### config.mk
export PLATFORM = sky130hd
export DESIGN_NAME = rx_frame_ctrl
export DESIGN_NICKNAME = d
export VERILOG_FILES = /design/src/rtl/hdlc_pkg.sv /design/src/rtl/rx_byte_cnt.sv /design/src/rtl/rx_frame_ctrl.sv
export SDC_FILE = /design/constraint.sdc
export NUM_CORES = 1
export LEC_CHECK = 0
export CORE_MARGIN = 1.5
export CORE_UTILIZATION = 54
export CTS_BUF_LIST = sky130_fd_sc_hd__clkbuf_16
export DETAILED_ROUTE_END_ITERATION = 7
export PLACE_DENSITY = 0.82
export SYNTH_ARGS = -nofsm -noshare
export SYNTH_HDL_FRONTEND = slang
export SYNTH_SLANG_ARGS = --single-unit
### constraint.sdc
create_clock -name Clk -period 4.73 [get_ports Clk]
set_clock_uncertainty 0.15 [all_clocks]
set_input_delay 0.473 -clock Clk [delete_from_list [all_inputs] [get_ports Clk]]
set_output_delay 0.473 -clock Clk [all_outputs]
set_load 0.01 [all_outputs]
### src/rtl/hdlc_pkg.sv
// Shared HDLC receive-path types and frame-size constants.
package hdlc_pkg;

  typedef enum logic [1:0] {
    IDLE,
    START,
    RECEIVE,
    DONE
  } rx_state_t;

  localparam int FCS_BYTES       = 2;
  localparam int MIN_FRAME_BYTES = 4;
  localparam int RX_BUF_BYTES    = 128;

endpackage

### src/rtl/rx_byte_cnt.sv
// Saturating Rx byte counter; also registers the buffer write address of the byte just counted.
module rx_byte_cnt
  import hdlc_pkg::*;
#(
  parameter int MAX_BYTES = RX_BUF_BYTES,
  parameter int ADDR_W    = 7
) (
  input  logic              clk_i,
  input  logic              rst_ni,
  input  logic              clr_i,
  input  logic              inc_i,
  output logic [ADDR_W:0]   cnt_o,
  output logic [ADDR_W-1:0] addr_o,
  output logic              full_o
);

  localparam int CW = ADDR_W + 1;
  localparam logic [ADDR_W:0] ONE = CW'(1);

  logic [ADDR_W:0]   cnt_q, cnt_d;
  logic [ADDR_W-1:0] addr_q, addr_d;

  assign full_o = (cnt_q == CW'(MAX_BYTES));
  assign cnt_o  = cnt_q;
  assign addr_o = addr_q;

  // The address of a write is the count before it is incremented.
  always_comb begin
    cnt_d  = cnt_q;
    addr_d = addr_q;
    if (clr_i) begin
      cnt_d  = '0;
      addr_d = '0;
    end else if (inc_i && !full_o) begin
      addr_d = cnt_q[ADDR_W-1:0];
      cnt_d  = cnt_q + ONE;
    end
  end

  always_ff @(posedge clk_i or negedge rst_ni) begin
    if (!rst_ni) begin
      cnt_q  <= '0;
      addr_q <= '0;
    end else begin
      cnt_q  <= cnt_d;
      addr_q <= addr_d;
    end
  end

endmodule

### src/rtl/rx_frame_ctrl.sv
// HDLC Rx frame sequencer: opens/closes frames on flags, steers bytes into the Rx buffer,
// and holds a good frame until software reads or drops it.
module rx_frame_ctrl
  import hdlc_pkg::*;
#(
  parameter int MAX_BYTES = RX_BUF_BYTES,
  parameter int ADDR_W    = 7
) (
  input  logic              Clk,
  input  logic              Rst,
  input  logic              RxEN,
  input  logic              Rx_FlagDetect,
  input  logic              Rx_AbortDetect,
  input  logic              Rx_NewByte,
  input  logic [7:0]        Rx_Data,
  input  logic              Rx_FCSErr,
  input  logic              Rx_ReadDone,
  input  logic              Rx_Drop,
  output logic              Rx_ValidFrame,
  output logic              Rx_AbortSignal,
  output logic              Rx_WrBuff,
  output logic [ADDR_W-1:0] Rx_WrAddr,
  output logic [7:0]        Rx_DataBuffOut,
  output logic [7:0]        Rx_FrameSize,
  output logic              Rx_EoF,
  output logic              Rx_Ready,
  output logic              Rx_Overflow,
  output logic              Rx_FrameError
);

  localparam int CW = ADDR_W + 1;

  rx_state_t   state_q;
  logic        valid_q, abort_q, wr_q, eof_q, ready_q, ovf_q, ferr_q;
  logic [7:0]  data_q, size_q;
  logic [ADDR_W:0] cnt;
  logic        full, cnt_clr, cnt_inc, bad_frame;

  // Abort beats flag beats byte; a byte coinciding with either is dropped.
  always_comb begin
    bad_frame = (cnt < CW'(MIN_FRAME_BYTES)) || Rx_FCSErr;
    cnt_clr   = 1'b0;
    cnt_inc   = 1'b0;
    if (!RxEN) begin
      cnt_clr = 1'b1;
    end else begin
      case (state_q)
        IDLE:    cnt_clr = Rx_FlagDetect;
        START: begin
          cnt_clr = Rx_FlagDetect && !Rx_AbortDetect;
          cnt_inc = Rx_NewByte && !Rx_FlagDetect && !Rx_AbortDetect;
        end
        RECEIVE: begin
          cnt_clr = Rx_FlagDetect && !Rx_AbortDetect && bad_frame;
          cnt_inc = Rx_NewByte && !Rx_FlagDetect && !Rx_AbortDetect && !full;
        end
        DONE:    cnt_clr = Rx_ReadDone || Rx_Drop;
        default: cnt_clr = 1'b1;
      endcase
    end
  end

  rx_byte_cnt #(
    .MAX_BYTES (MAX_BYTES),
    .ADDR_W    (ADDR_W)
  ) u_cnt (
    .clk_i  (Clk),
    .rst_ni (Rst),
    .clr_i  (cnt_clr),
    .inc_i  (cnt_inc),
    .cnt_o  (cnt),
    .addr_o (Rx_WrAddr),
    .full_o (full)
  );

  always_ff @(posedge Clk or negedge Rst) begin
    if (!Rst) begin
      state_q <= IDLE;
      valid_q <= 1'b0;
      abort_q <= 1'b0;
      wr_q    <= 1'b0;
      eof_q   <= 1'b0;
      ready_q <= 1'b0;
      ovf_q   <= 1'b0;
      ferr_q  <= 1'b0;
      data_q  <= '0;
      size_q  <= '0;
    end else begin
      wr_q    <= 1'b0;
      eof_q   <= 1'b0;
      abort_q <= 1'b0;
      if (!RxEN) begin
        state_q <= IDLE;
        valid_q <= 1'b0;
        ready_q <= 1'b0;
        ovf_q   <= 1'b0;
        ferr_q  <= 1'b0;
        data_q  <= '0;
        size_q  <= '0;
      end else begin
        case (state_q)
          IDLE: begin
            if (Rx_FlagDetect) begin
              state_q <= START;
              ovf_q   <= 1'b0;
              ferr_q  <= 1'b0;
            end
          end
          START: begin
            if (Rx_AbortDetect) begin
              state_q <= IDLE;
            end else if (Rx_FlagDetect) begin
              ovf_q  <= 1'b0;
              ferr_q <= 1'b0;
            end else if (Rx_NewByte) begin
              state_q <= RECEIVE;
              valid_q <= 1'b1;
              wr_q    <= 1'b1;
              data_q  <= Rx_Data;
              ovf_q   <= 1'b0;
              ferr_q  <= 1'b0;
            end
          end
          RECEIVE: begin
            if (Rx_AbortDetect) begin
              state_q <= IDLE;
              valid_q <= 1'b0;
              abort_q <= 1'b1;
            end else if (Rx_FlagDetect) begin
              valid_q <= 1'b0;
              eof_q   <= 1'b1;
              if (bad_frame) begin
                ferr_q  <= 1'b1;
                ready_q <= 1'b0;
                state_q <= START;
              end else begin
                size_q  <= 8'(cnt) - 8'(FCS_BYTES);
                ready_q <= 1'b1;
                state_q <= DONE;
              end
            end else if (Rx_NewByte) begin
              if (full) begin
                ovf_q <= 1'b1;
              end else begin
                wr_q   <= 1'b1;
                data_q <= Rx_Data;
              end
            end
          end
          DONE: begin
            if (Rx_ReadDone || Rx_Drop) begin
              state_q <= IDLE;
              ready_q <= 1'b0;
              size_q  <= '0;
              ovf_q   <= 1'b0;
            end
          end
          default: state_q <= IDLE;
        endcase
      end
    end
  end

  assign Rx_ValidFrame  = valid_q;
  assign Rx_AbortSignal = abort_q;
  assign Rx_WrBuff      = wr_q;
  assign Rx_DataBuffOut = data_q;
  assign Rx_FrameSize   = size_q;
  assign Rx_EoF         = eof_q;
  assign Rx_Ready       = ready_q;
  assign Rx_Overflow    = ovf_q;
  assign Rx_FrameError  = ferr_q;

endmodule

After elaboration in Yosys (flattened, before gate mapping)
Cells that the tools add are included.
{"block": "totals", "regBits": 40, "input_bits": 17, "out_inout_bits": 30, "word_cells": 135}
{"block": "op_classes", "addsub": 2, "n_lt_le_gt_ge": 1, "eq_ne": 24, "n_mux": 76, "reduce_logical": 20}
{"op": "$mux W8", "n": 15}
{"op": "$mux W1", "n": 40}
{"op": "$ne A3 B3 Y1 const B", "n": 12}
{"op": "$pmux W8 S2", "n": 2}
{"op": "$mux W2", "n": 9}
{"op": "$ne A4 B4 Y1 const B", "n": 4}
{"op": "$reduce_and A8 Y1", "n": 2}
{"op": "$reduce_and A5 Y1", "n": 3}
{"op": "$mux W7", "n": 2}
{"op": "$add A8 B1 Y8 const B", "n": 1}
{"op": "$eq A8 B8 Y1 const B", "n": 1}
{"op": "$lt A8 B3 Y1 const B", "n": 1}
{"op": "$pmux W1 S2", "n": 4}
{"op": "$pmux W1 S4", "n": 2}
{"op": "$pmux W2 S4", "n": 1}
{"op": "$sub A8 B2 Y8 const B", "n": 1}
{"op": "$reduce_and A7 Y1", "n": 1}
{"op": "$logic_and A1 B1 Y1", "n": 6}
{"op": "$ne A3 B1 Y1 const B", "n": 2}
{"op": "$eq A2 B2 Y1 const B", "n": 2}
{"op": "$ne A4 B1 Y1 const B", "n": 1}
{"op": "$reduce_and A4 Y1", "n": 1}
{"op": "$logic_not A1 Y1", "n": 3}
{"op": "$ne A3 B2 Y1 const B", "n": 1}
{"op": "5 further kinds", "n": 6}

Longest topological paths before layout
{"block": "logic_depth", "ltp_word": 9, "ltp_mapped": 8, "mapped_depth_nobuf": 6}

Cells and area by module
A second synthesis with hierarchy kept.
{"block": "hier_totals", "hier_cells": 229, "hier_area_um2": 2316.0}
{"module": "rx_frame_ctrl", "instances": 1, "cells_each": 151, "area_per_inst_um2": 1478.9, "seq_area_each_um2": 625.6}
{"module": "rx_byte_cnt", "instances": 1, "cells_each": 78, "area_per_inst_um2": 837.1, "seq_area_each_um2": 375.4}

Worst setup path before layout
No wires, ideal clock.
{"block": "synth_path", "kind": "register -> register", "from": "register state_q[0]", "to": "register u_cnt.cnt_q[4], in the netlist u_cnt.cnt_o[4]", "setup_ns": 0.121, "t_arrival_ns": 1.962, "required_ns": 4.459, "slack_ns": 2.497, "stages_incl_launch_ff": 9, "path_buffers": 2, "synth_period_minus_slack_ns": 2.233, "cell_sequence": "dfrtp_1 inv_1 ha_1 clkbuf_1 nor4b_1 a21oi_1 o311ai_2 buf_2 nor2_1"}
{"block": "synth_via", "elab_chain_cells": 5, "word_cells_on_any_way": 11, "cone_classes": "3 x eq/ne; 5 x mux; 3 x reduce/logical"}
{"element": "from (decl)", "line_no": "rx_frame_ctrl.sv:33", "text": "rx_state_t state_q;"}
{"element": "from (signal assigned)", "line_no": "rx_frame_ctrl.sv:78", "text": "state_q <= IDLE;"}
{"element": "from (signal assigned)", "line_no": "rx_frame_ctrl.sv:93", "text": "state_q <= IDLE;"}
{"element": "from (signal assigned)", "line_no": "rx_frame_ctrl.sv:104", "text": "state_q <= START;"}
{"element": "$eq A2 B2 Y1 or $eq A2 B1 Y1 (tied branches)", "line_no": "rx_frame_ctrl.sv:47", "text": "case (state_q)"}
{"element": "$pmux W1 S2", "line_no": "rx_frame_ctrl.sv:47"}
{"element": "$mux W1", "line_no": "rx_frame_ctrl.sv:44", "text": "if (!RxEN) begin"}
{"element": "$logic_and A1 B1 Y1", "line_no": "rx_byte_cnt.sv:34", "text": "end else if (inc_i && !full_o) begin"}
{"element": "$reduce_bool A2 Y1 (no source line)"}
{"element": "to (signal assigned)", "line_no": "rx_byte_cnt.sv:45", "text": "cnt_q <= cnt_d;"}
{"element": "to (decl)", "line_no": "rx_byte_cnt.sv:20", "text": "logic [ADDR_W:0] cnt_q, cnt_d;"}
Parallel ways exist; a longest one is shown, timed or not.
A chain may end at the register's enable or synchronous reset.

Worst setup path in the final report
{"block": "layout_path", "from": "register state_q[0]", "to": "register u_cnt.cnt_q[6], in the netlist u_cnt.cnt_o[6]"}
The elaborated chain is that of the path after synthesis.

==> out/results.md <==
• **result of the run** finished, final reports clean
• **HPWL after detailed placement** 3060 um
• **FF-to-FF End** u_cnt.cnt_o[6]
• **setup repair after global routing missed its margin** no
• **post-synthesis cell count** 220
• **vias after detailed routing** 1717
• **count leader, synth** dfrtp_1
• **maximum cell stage delay along the critical path** 0.91 ns
• **clock root buffer** clkbuf_16
• **Slew @ Worst Pin** 1.10 ns
• **Avg Inst Size Synth** 9.74 um2
• **most frequent cells after synthesis** dfrtp_1 (40), a21oi_1 (18), nor2_1 (17), o21ai_0 (14), inv_1 (12)
• **Inserted Clock Buffers** 5
• **Final Net Count** 280
• **cts-stage hold buffer count** 0
• **total power density per cell area** 269 nW/um2
• **die boundary width** 66.0 um
• **library cell contributing the largest single delay on the critical path** o311ai_2
• **worst path required time** 4.70 ns
• **distinct cell type count after synthesis** 47
• **shortest clock period the worst path allows after layout** 2.72 ns
• **path class of the lowest-slack min-delay path** in2async
• **FF+latch count, synth** 40
• **Synth Flop Type** dfrtp_1
• **Seq/Total Area, Yosys** 0.467
• **diode insertion count for antenna repair** 0
• **Starting Density** 0.572
• **Startpoint Class** flip-flop
• **vias per cell** 5.65
• **Routed WL** 4480 um
• **critical path fanouts, max** 15
• **final count of pins violating max slew** 0
• **router iterations before antenna repair** 4
• **placed inst area** 2570 um2
• **number of flops mapped to enable cells by yosys** 0
• **clk_lat worst skew** 0.28 ns
• **count of max-cap constraint violations** 0
• **netlist area before placement** 2140 um2
• **IR drop worst, VDD** 0.210 mV
• **crit-path cells** inv_1 -> ha_1 -> nor4b_1 -> a21oi_1 -> o311ai_2 -> nor2_1
• **fill cell total of the finished layout** 289
• **kind of capture point of the worst setup path** flip-flop
• **total DRC errors in the routed layout** 0
• **depth of the worst register-to-register path** 6
• **remaining global-route overflow** 0
• **maximum frequency from static timing analysis** 0.367 GHz
• **quantity of gates resized following cts** 0
• **slack of the worst reg-to-reg path** 2.01 ns
• **number of global-route vias before repair** 1655
• **row count** 22
• **number of antenna violations at the first check in global routing** 0
• **pin count of the biggest net entering global routing** 41
• **Yosys warning total** 0
• **final hold vios** 0
• **total global routing track utilization** 0.233
• **CTS H-tree depth** 2
• **arrival time of data at the critical path endpoint** 2.69 ns
• **fraction of registers with async set/reset** 1.00
• **largest area contributor in the netlist** dfrtp_1
• **maximum count of clock buffers along a single path** 2
• **Core ar.** 3740 um2
• **count of buffer and inverter cells on the critical path** 1
• **fraction of post-synthesis cell area in the top cell type by area** 0.467
• **final standard cell area without fillers** 2710 um2
• **Avg WL per Cell** 14.8 um
• **origin of the critical flop-to-flop path** state_q[0]
• **total nets after synthesis** 245
• **worst setup path category** reg2reg
• **Routed Antenna Nets** 0
• **number of buffers added for setup after CTS** 0
• **cell leakage power** 0.00117 uW
• **RePlAce Congestion** 0.852
• **worst relative slew slack** 0.265
• **setup tns final** 0 ns
• **share of final-layout standard cells stronger than drive strength 1** 0.0352
• **drt initial violations** 171
• **clock input transition at the sequential cells of the worst setup and hold paths** 0.05 ns
• **main area contributors after synthesis** dfrtp_1 (47%), ha_1 (4.7%), a21oi_1 (4.2%)
• **vertical extent of the die** 66.0 um
• **first-pass GRT wire length** 7730 um
• **final setup vio count** 0
• **Area growth, synth to finish** 26.5%
• **number of I/O port buffers** 46
• **final period utilization** 0.575
• **gate family responsible for the most delay along the worst path** compound AO/OA/AOI/OAI gates
• **top-level port count** 47
• **logic depth of the worst setup path including buffers** 6
• **DIE AREA** 4350 um2
• **sink count of the clock tree** 40
• **CTS tree** yes
[metal layers]
metal,routed length (um),up-vias,GRT usage
met5,0,-,0
met4,69,0,0.0816
met3,252,7,0.0647
met2,2080,53,0.352
met1,2080,797,0.322
li1,-,860,-
[layout make-up]
cell class	count	area, um2	area share
multi-input cells	150	1010	0.372
repair buffers	46	455	0.168
well taps	48	60.1	0.0222
flip-flops and latches	40	1000	0.370
inverters	12	45.0	0.0166
clock inverters	3	15.0	0.00554
clock buffers	5	125	0.0462
[registers in the layout, summed over array words and instances (netlist names)]
name	flops
Rx_DataBuffOut	8
Rx_AbortSignal	1
Rx_FrameError	1
Rx_ValidFrame	1
Rx_WrBuff	1
Rx_FrameSize	8
Rx_EoF	1
u_cnt.addr_o	7
state_q	2
u_cnt.cnt_o	8
Rx_Ready	1
Rx_Overflow	1
[power by group]
| part | internal, uW | switching (uW) |
|---|---|---|
| logic | 26.8 | 36.4 |
| registers | 345 | 2.22 |
| clock network | 191 | 127 |
[stage by stage]
stage / instances / total power, uW / setup WS (ns) / hold slack [ns] / utilization
floorplan: 220 / 387 / 2.50 / 0.0274 / -
global placement: 296 / 415 / 1.88 / 0.324 / 0.686
detailed placement: 296 / 416 / 1.84 / 0.327 / 0.686
CTS: 304 / 732 / 2.05 / 0.188 / 0.724
global route: 304 / 758 / 1.73 / 0.225 / 0.724
finish: 304 / 728 / 2.01 / 0.141 / 0.724
[kinds of logic after synthesis]
group	count (synthesis)	synth area share
adders and majority gates	8	0.0467
buffers and inverters	30	0.0625
and+or+nand+nor	64	0.158
DFF	40	0.467
muxes	8	0.0374
AOI/OAI and AO/OA	61	0.191
xor gates and xnor gates	9	0.0368
[worst max path at each step]
stage / start / to
after floorplan: state_q[0] / u_cnt.cnt_o[4]
after global placement: Rx_FlagDetect / u_cnt.cnt_o[3]
after detailed placement: Rx_FlagDetect / u_cnt.cnt_o[3]
after CTS: state_q[0] / u_cnt.cnt_o[7]
after global routing: state_q[0] / u_cnt.addr_o[1]
final: state_q[0] / u_cnt.cnt_o[6]
[layout by cell type, fill, tap and decap left out, types with 2 or more instances in the layout]
cell / instances
dfrtp_1: 40
or4_1: 2
xnor2_1: 8
clkbuf_16: 5
o21ai_0: 14
o2bb2ai_1: 7
o211ai_1: 2
inv_1: 13
nor3_1: 7
nand3_1: 9
nor3b_1: 2
clkdlybuf4s50_1: 45
o31ai_1: 2
nand4_1: 3
nand2_1: 9
ha_1: 8
a31oi_1: 3
nor2_1: 17
a21oi_1: 18
nor2b_1: 2
nor4_1: 4
mux2i_1: 8
o31a_1: 2
Power figures use the tool's default switching activity.
